<file path="src/rtl/calc_sequencer_pkg.sv">
// Shared definitions for the calc_sequencer block: FSM encoding, timeout error byte
// and default data width.
package calc_sequencer_pkg;

   localparam int unsigned DEF_DATA_W = 8;

   // Byte placed at the top of the result when the ALU never answers
   localparam logic [7:0] TIMEOUT_BYTE = 8'hEE;

   typedef enum logic [1:0] {
      IDLE     = 2'd0,
      ISSUE    = 2'd1,
      WAIT_ALU = 2'd2,
      SEND     = 2'd3
   } state_t;

endpackage

</file>
<file path="src/rtl/calc_tx_serializer.sv">
// Result shift register and byte counter driving the UART transmitter,
// most-significant byte first, over a valid/ready byte interface.
module calc_tx_serializer #(
   parameter int unsigned DATA_W    = 8,
   parameter int unsigned RES_BYTES = 2
) (
   input  logic                          clock,
   input  logic                          reset,
   input  logic                          load,
   input  logic [DATA_W*RES_BYTES-1:0]   load_data,
   input  logic                          tx_ready,
   output logic                          tx_valid,
   output logic [DATA_W-1:0]             tx_data,
   output logic                          last_xfer_c
);

   localparam int unsigned RES_W = DATA_W * RES_BYTES;
   localparam int unsigned CNT_W = (RES_BYTES > 1) ? $clog2(RES_BYTES) : 1;

   logic [RES_W-1:0] sh_q;
   logic [CNT_W-1:0] cnt_q;
   logic             xfer_c;

   assign xfer_c      = tx_valid && tx_ready;
   assign last_xfer_c = xfer_c && (cnt_q == '0);
   assign tx_data     = sh_q[RES_W-1 -: DATA_W];

   // Load the whole result, then shift one byte per accepted transfer
   always_ff @(posedge clock or negedge reset) begin
      if (!reset) begin
         sh_q     <= '0;
         cnt_q    <= '0;
         tx_valid <= 1'b0;
      end else if (load) begin
         sh_q     <= load_data;
         cnt_q    <= CNT_W'(RES_BYTES - 1);
         tx_valid <= 1'b1;
      end else if (xfer_c) begin
         if (cnt_q != '0) begin
            sh_q  <= sh_q << DATA_W;
            cnt_q <= cnt_q - CNT_W'(1);
         end else begin
            tx_valid <= 1'b0;
         end
      end
   end

endmodule

</file>
<file path="src/rtl/calc_sequencer.sv">
// Command-frame sequencer: captures a frame, launches the ALU, serialises the result.
// Optional ALU watchdog enabled by defining CALC_TIMEOUT_EN.
module calc_sequencer
   import calc_sequencer_pkg::*;
#(
   parameter int unsigned DATA_W         = DEF_DATA_W,
   parameter int unsigned RES_BYTES      = 2,
   parameter int unsigned TIMEOUT_CYCLES = 255
) (
   input  logic                          clock,
   input  logic                          reset,
   input  logic                          frame_valid,
   input  logic [DATA_W-1:0]             frame_op,
   input  logic [DATA_W-1:0]             frame_a,
   input  logic [DATA_W-1:0]             frame_b,
   output logic                          alu_start,
   output logic [DATA_W-1:0]             alu_op,
   output logic [DATA_W-1:0]             alu_a,
   output logic [DATA_W-1:0]             alu_b,
   input  logic                          alu_done,
   input  logic [DATA_W*RES_BYTES-1:0]   alu_result,
   output logic                          tx_valid,
   output logic [DATA_W-1:0]             tx_data,
   input  logic                          tx_ready,
   output logic                          busy,
   output logic                          overrun,
   input  logic                          err_clr
);

   localparam int unsigned RES_W = DATA_W * RES_BYTES;
   localparam logic [RES_W-1:0] TO_WORD =
      RES_W'(DATA_W'(TIMEOUT_BYTE)) << (RES_W - DATA_W);

   if (RES_BYTES < 1 || RES_BYTES > 4 || TIMEOUT_CYCLES < 1) begin : g_bad_param
      $error("calc_sequencer: illegal RES_BYTES or TIMEOUT_CYCLES");
   end

   state_t           state_q, state_d;
   logic             load_c;
   logic [RES_W-1:0] load_data_c;
   logic             last_xfer_c;
   logic             timeout_c;

`ifdef CALC_TIMEOUT_EN
   localparam int unsigned TO_W = $clog2(TIMEOUT_CYCLES + 1);

   logic [TO_W-1:0] to_cnt_q;

   assign timeout_c = (state_q == WAIT_ALU) && (to_cnt_q == TO_W'(TIMEOUT_CYCLES - 1));

   // Watchdog counts cycles spent in WAIT_ALU; held at zero elsewhere
   always_ff @(posedge clock or negedge reset) begin
      if (!reset) begin
         to_cnt_q <= '0;
      end else if (state_q != WAIT_ALU) begin
         to_cnt_q <= '0;
      end else if (!timeout_c) begin
         to_cnt_q <= to_cnt_q + TO_W'(1);
      end
   end
`else
   assign timeout_c = 1'b0;
`endif

   // Next-state and serializer load decode
   always_comb begin
      state_d     = state_q;
      load_c      = 1'b0;
      load_data_c = alu_result;
      case (state_q)
         IDLE:     if (frame_valid) state_d = ISSUE;
         ISSUE:    state_d = WAIT_ALU;
         WAIT_ALU: begin
            if (alu_done) begin
               load_c  = 1'b1;
               state_d = SEND;
            end else if (timeout_c) begin
               load_c      = 1'b1;
               load_data_c = TO_WORD;
               state_d     = SEND;
            end
         end
         SEND:     if (last_xfer_c) state_d = IDLE;
         default:  state_d = IDLE;
      endcase
   end

   always_ff @(posedge clock or negedge reset) begin
      if (!reset) begin
         state_q   <= IDLE;
         alu_start <= 1'b0;
         alu_op    <= '0;
         alu_a     <= '0;
         alu_b     <= '0;
         busy      <= 1'b0;
         overrun   <= 1'b0;
      end else begin
         state_q   <= state_d;
         alu_start <= (state_d == ISSUE);
         busy      <= (state_d != IDLE);
         if (state_q == IDLE && frame_valid) begin
            alu_op <= frame_op;
            alu_a  <= frame_a;
            alu_b  <= frame_b;
         end
         // A dropped frame takes priority over a clear in the same cycle
         if (frame_valid && state_q != IDLE) begin
            overrun <= 1'b1;
         end else if (err_clr) begin
            overrun <= 1'b0;
         end
      end
   end

   calc_tx_serializer #(
      .DATA_W    (DATA_W),
      .RES_BYTES (RES_BYTES)
   ) u_ser (
      .clock       (clock),
      .reset       (reset),
      .load        (load_c),
      .load_data   (load_data_c),
      .tx_ready    (tx_ready),
      .tx_valid    (tx_valid),
      .tx_data     (tx_data),
      .last_xfer_c (last_xfer_c)
   );

endmodule

</file>
<file path="config.mk">
export PLATFORM = sky130hd
export DESIGN_NAME = calc_sequencer
export DESIGN_NICKNAME = d
export VERILOG_FILES = /design/src/rtl/calc_sequencer_pkg.sv /design/src/rtl/calc_tx_serializer.sv /design/src/rtl/calc_sequencer.sv
export SDC_FILE = /design/constraint.sdc
export NUM_CORES = 1
export LEC_CHECK = 0
export CAP_MARGIN = 20
export CORE_MARGIN = 8
export CORE_UTILIZATION = 25
export DETAILED_ROUTE_END_ITERATION = 10
export HOLD_SLACK_MARGIN = 0.15
export PLACE_DENSITY = 0.63
export SETUP_SLACK_MARGIN = 0.15
export SYNTH_ARGS = -nofsm -noshare
export SYNTH_HDL_FRONTEND = slang
export SYNTH_SLANG_ARGS = --single-unit
</file>
<file path="constraint.sdc">
create_clock -name clock -period 1.6 [get_ports clock]
set_clock_uncertainty 0.15 [all_clocks]
set_input_delay 0.32 -clock clock [delete_from_list [all_inputs] [get_ports clock]]
set_output_delay 0.32 -clock clock [all_outputs]
set_load 0.005 [all_outputs]
</file>
==> results of run 1 <==
## final timing paths
| check | end | slack, ns | cells after the start |
|---|---|---|---|
| min | u_ser.sh_q[4] | 0.36 | 1 |
| max | alu_op[0] | 0.06 | 5 |
| max reg2reg | alu_op[0] | 0.06 | 5 |
| min reg2reg | u_ser.sh_q[4] | 0.36 | 1 |
| max in group asynchronous | alu_b[6] | 0.68 | 3 |
| min in group asynchronous | busy | 0.40 | 3 |
## final cells by class
class                   count  area (um2)  share of cell area (%)
repair buffers            114        1190                    35.9
flip-flops and latches     47        1180                    35.5
multi-input cells          86         716                    21.6
well taps                 102         128                    3.85
clock buffers               8         100                    3.02
inverters                   1        3.75                   0.113
## power breakdown
group	internal (mW)	switching (mW)	leakage, nW
logic	1.59	0.828	0.867
registers	1.74	0.327	0.575
clock network	0.395	0.392	0.0515
## cells in the final DEF (no fill, tap or decap), types with 2 or more instances in the layout
cell type        netlist  layout
buf_4                  8      21
mux2_2                 6       6
a21oi_2                0       5
a21oi_4                0       2
dlygate4sd2_1          0       9
clkbuf_8               0       7
clkdlybuf4s15_1        0      26
dfrtp_1               47      47
o21ai_0                4       4
buf_12                 0       6
clkbuf_16              0       3
nand2_1               13      13
nor2_1                11      10
clkdlybuf4s50_1        0      44
nor3_1                 2       2
a22o_1                 8       8
a21oi_1               16       9
mux2_4                18      18
## worst max-delay path: cells and delay by family, from the launching register on
family / cells / cell delay [ns]
DFF: 1 / 0.40
and+or+nand+nor: 2 / 0.33
muxes: 1 / 0.29
buffers and inverters: 2 / 0.26
## cells in the mapped netlist, types with 2 or more instances
cell / count
a22o_1: 8
nor2_1: 11
buf_4: 8
buf_2: 3
nand2_1: 13
mux2_2: 6
o21ai_0: 4
dfrtp_1: 47
a21oi_1: 16
buf_6: 3
nor3_1: 2
mux2_4: 18
## state kept, by name, indices dropped and copies added (netlist names)
register	count
alu_op	8
overrun	1
u_ser.sh_q	16
state_q	2
u_ser.cnt_q	1
u_ser.tx_valid	1
alu_start	1
alu_a	8
busy	1
alu_b	8
## per-stage QoR
step	area, um2	util (%)	setup TNS [ns]	power, mW	hold WS [ns]
global placement	2920	38.2	-6.18	4.28	0.176
finish	3310	43.3	0	5.28	0.359
floorplan	1960	-	0	3.15	-0.126
global route	3310	43.3	0	5.67	0.373
CTS	3120	40.8	0	5.01	0.359
detailed placement	2920	38.2	-6.54	4.32	0.187
## timing repair
item                                    in CTS  in global routing
pin swaps                                    0                  9
resized for setup                           42                 36
endpoints found under the setup margin      75                 67
hold buffers                                 1                  0
setup buffers                                9                  7
hold endpoints to repair                    47                  0
cloned                                       1                  3
## layer usage
layer  global-route usage, %  up-vias
met5                       0        -
li1                        -      718
met3                    4.21        5
met2                    14.1       54
met1                    11.8      723
met4                    2.79        0
## cell families (layout without fill, tap and decap cells)
| kind of cell | after synthesis | count (layout) | share of synthesized area [%] |
|---|---|---|---|
| multiplexers | 24 | 24 | 17.3 |
| AND/OR/NAND/NOR | 33 | 33 | 7.80 |
| AO/OA/AOI/OAI | 29 | 29 | 9.08 |
| flip-flops | 47 | 47 | 60.1 |
| buffers and inverters | 15 | 123 | 5.75 |
==> results.ini, run 1 <==
[run_status]
outcome = finished, final reports clean

[detailed_routing]
met3_length_um = 465
final_antenna_net_count = 0
wire_per_inst_um = 14.7
routed.top_layer = met4
drt-met1-wl_mm = 2.39
drcViolationCount = 0
wl_met2_mm = 2.36
viasPerCell = 4.19
drt_iter0_drc = 31
first_pass_iters = 4
num_vias = 1500
routed_wl_mm = 5.25

[placement]
pre_cts_slack_ns = -0.220
place.gp.congestion = 0.724
portBuffers = 81
dp.cells = 329
hpwlAfterDp_mm = 3.58

[yosys]
yosys.area.top_type_share_pct = 60.1
synth_ff_type = dfrtp_1
synth_warnings = 0
ys_types = 21
ys_seq_area_share_pct = 60.1
syn_nets = 194
ys_ff_latch = 47
async_flop_share_pct = 100
yosys-top-cells-area = dfrtp_1, mux2_4, a21oi_1, a22o_1, mux2_2
syn_area_per_cell_um2 = 13.2
yosysTopAreaCell = dfrtp_1
netlist_area_mm2 = 0.00196
synthCells = 148
synth_edf_count = 0

[timing]
final.setup.worst_slack_ns = 0.0579
worstMarginPinSlew_ns = 0.270
final.period_utilization_pct = 96.4
finalHoldViolations = 0
final_max_slew_viol_count = 0
period_needed_ns = 1.54
relSlewSlack_pct = 81.8
clock.fmax_mhz = 648
rsz0062_at_grt = yes
setup_viol = 0

[job]
cap_viol_max_count = 0

[setup_path]
slowest_stage = dfrtp_1
worstSetupEndpointType = flop
cp_max_fo = 5
timing.rr.start = state_q[1]
crit_start = state_q[1]
worstSetupPathType = flop to flop
max_stage_delay_ns = 0.40
critPathRequiredTime_ns = 1.63
start_kind = flop
crit_chain = nor2_2 -> and2_4 -> buf_12 -> clkbuf_16 -> mux2_4
crit_arrival_ns = 1.58

[layout]
fillers = 722
finish.net_count = 301
antenna_cells = 0
fin_cells = 358
syn_to_final_growth_pct = 69.4
drive_gt1_share_pct = 29.7

[grt]
track_usage_pct = 9.39
grt_pass1_vias = 1705
grt_pass1_wl_mm = 8.37
grt.overflow.total = 0
antenna_found_initial = 0
grt_max_degree = 48

[die]
die_w_um = 104
die_h_um = 104
start_util_pct = 25.6
die_area_mm2 = 0.0109
rows = 32
fp.coreArea_mm2 = 0.00765
ios = 82

[clock_network]
h-tree-depth = 2
tritoncts = yes
numClockSinks = 47
cts-root-buf = clkbuf_8
worstSkewPairLatency_ns = 0.30
clkTransAtPathRegs_ns = 0.09
clk_path_buf_depth = 2
numCtsBuffers = 5

[power_and_ir_drop]
power_density_mw_per_mm2 = 1590
ir_drop_mv = 0.534
leakagePower_nw = 1.49

[worst_hold_path]
holdCritStartpoint = u_ser.sh_q[4]
hold_class = flop to flop

Note: power is estimated with default switching activity, not from simulation.
==> run 2, diff against run 1 <==
--- a/config.mk
+++ b/config.mk
@@ -10,6 +10,7 @@
 export CORE_UTILIZATION = 25
 export DETAILED_ROUTE_END_ITERATION = 10
 export HOLD_SLACK_MARGIN = 0.15
+export MAX_ROUTING_LAYER = met4
 export PLACE_DENSITY = 0.63
 export SETUP_SLACK_MARGIN = 0.15
 export SYNTH_ARGS = -nofsm -noshare
==> run 2 against run 1 <==
Net effect: power is 0.62% higher; critical path type unchanged; clock-buffer cell count is the same; highest routed layer unchanged; non-clock buffer count rose by 2; final cell count up 0.56%; sequential power is essentially flat; critical endpoint unchanged; largest power group unchanged.
==> results.ini, run 2 (synthesized netlist as in run 1, its figures left out) <==
[detailed_routing]
num_vias = 1499
viasPerCell = 4.16
first_pass_iters = 4
drcViolationCount = 0
final_antenna_net_count = 0
drt_iter0_drc = 23
routed_wl_mm = 5.27
wire_per_inst_um = 14.6

[timing]
rsz0062_at_grt = yes
setup_viol = 0
final.period_utilization_pct = 96.4
finalHoldViolations = 0
period_needed_ns = 1.54
setup_tns_ns = 0
clock.fmax_mhz = 648
relSlewSlack_pct = 81.7
final_max_slew_viol_count = 0
worstMarginPinSlew_ns = 0.272

[die]
fp.coreArea_mm2 = 0.00765
die_h_um = 104
die_w_um = 104
start_util_pct = 25.6
die_area_mm2 = 0.0109
rows = 32
ios = 82

[layout]
largest_register = u_ser.sh_q
final_area_mm2 = 0.00333
layout_common_cells = dfrtp_1, clkdlybuf4s50_1, clkdlybuf4s15_1
drive_gt1_share_pct = 30.2
fin_util_pct = 43.6
antenna_cells = 0
fillers = 721
final_common_cell = dfrtp_1
finish.net_count = 303
syn_to_final_growth_pct = 70.3
largest_register_ffs = 16

[worst_hold_path]
hold_class = flop to flop

[power_and_ir_drop]
total_power_mw = 5.31
netSwitchingFraction_pct = 29.3
switchingPower_mw = 1.55
seq_power_share_pct = 39.0
power_density_mw_per_mm2 = 1590
cellInternalPower_mw = 3.75
clockPowerShare_pct = 14.8
leakagePower_nw = 1.50
p_comb_share_pct = 46.2
ir_drop_mv = 0.536

[placement]
hpwlAfterDp_mm = 3.58
portBuffers = 81
place.gp.congestion = 0.732
place_area_mm2 = 0.00292

[grt]
grt_pass1_vias = 1699
antenna_found_initial = 0
track_usage_pct = 9.71
grt.overflow.total = 0
grt_max_degree = 48
grt_pass1_wl_mm = 8.39

[setup_path]
crit_arrival_ns = 1.58
critPathRequiredTime_ns = 1.63
reg2reg_to = alu_op[0]
timing.rr.start = state_q[1]
rr_worst_depth = 5
worstSetupPathType = flop to flop
start_kind = flop
reg2reg_slack_ns = 0.06
worstSetupEndpointType = flop
crit_end = alu_op[0]
crit_start = state_q[1]
cp_max_fo = 5

[clock_network]
clk_path_buf_depth = 2
clkTransAtPathRegs_ns = 0.09
worstSkewPairLatency_ns = 0.30
h-tree-depth = 2
tritoncts = yes
numClockSinks = 47
numCtsBuffers = 5
cts-root-buf = clkbuf_8

[job]
cap_viol_max_count = 0

[run_status]
outcome = finished, final reports clean

[run 2: cell count changes in the layout (fill, tap and decap cells not counted), sizes merged]
cell,before,now
buf,30,32
clkdlybuf4s15,26,28
dlygate4sd2,9,7
[run 2: final cells by class]
| type | count | area, um2 | area share (%) |
|---|---|---|---|
| flip-flops and latches | 47 | 1180 | 35.3 |
| well taps | 102 | 128 | 3.83 |
| repair buffers | 116 | 1210 | 36.3 |
| inverters | 1 | 3.75 | 0.113 |
| multi-input cells | 86 | 716 | 21.5 |
| clock buffers | 8 | 100 | 3.00 |
[run 2: per-layer routing]
| layer | up-vias | routed length [um] | global-route usage, % |
|---|---|---|---|
| li1 | 721 | - | - |
| met1 | 720 | 2490 | 12.3 |
| met2 | 54 | 2390 | 14.0 |
| met3 | 4 | 367 | 4.15 |
| met4 | 0 | 19 | 1.86 |
| met5 | - | 0 | - |
[run 2: worst max-delay path: stages (launching register included)]
cell       delay [ns]
dfrtp_1          0.40
nor2_2           0.13
and2_4           0.20
buf_12           0.12
clkbuf_16        0.14
mux2_4           0.29
[run 2: power by group through the flow]
stage               Sequential [mW]  Combinational, mW  Clock [mW]
global placement               2.07               2.21           0
finish                         2.07               2.45       0.786
floorplan                      2.07               1.08           0
global route                   2.15               2.69       0.875
detailed placement             2.07               2.25           0
CTS                            2.04               2.15       0.821
[run 2: through the flow]
stage                     std cells  hold WS (ns)  setup slack, ns
after global routing            360         0.373           0.0162
after detailed placement        329         0.187           -0.220
after CTS                       348         0.359           0.0507
after global placement          329         0.176           -0.207
after floorplan                 148        -0.126           0.0814
final                           360         0.359           0.0578
[run 2: repair_timing]
item,4_1_cts,5_1_grt
hold buffers,1,0
cloned,1,3
buffers inserted,9,9
hold endpoints to repair,47,0
setup endpoints to repair,75,69
pin swaps,0,9
resized for setup,42,38
[run 2: how the worst min path moves through the flow]
stage	slack [ns]	depth (start not counted)	from	endpoint
6_report	0.36	1	u_ser.sh_q[0]	u_ser.sh_q[0]
3_3_place_gp	0.18	2	reset	u_ser.sh_q[12]
3_5_place_dp	0.19	2	reset	u_ser.sh_q[12]
2_1_floorplan	-0.13	0	reset	alu_a[0]
4_1_cts	0.36	1	u_ser.sh_q[1]	u_ser.sh_q[1]
5_1_grt	0.37	1	u_ser.sh_q[0]	u_ser.sh_q[0]
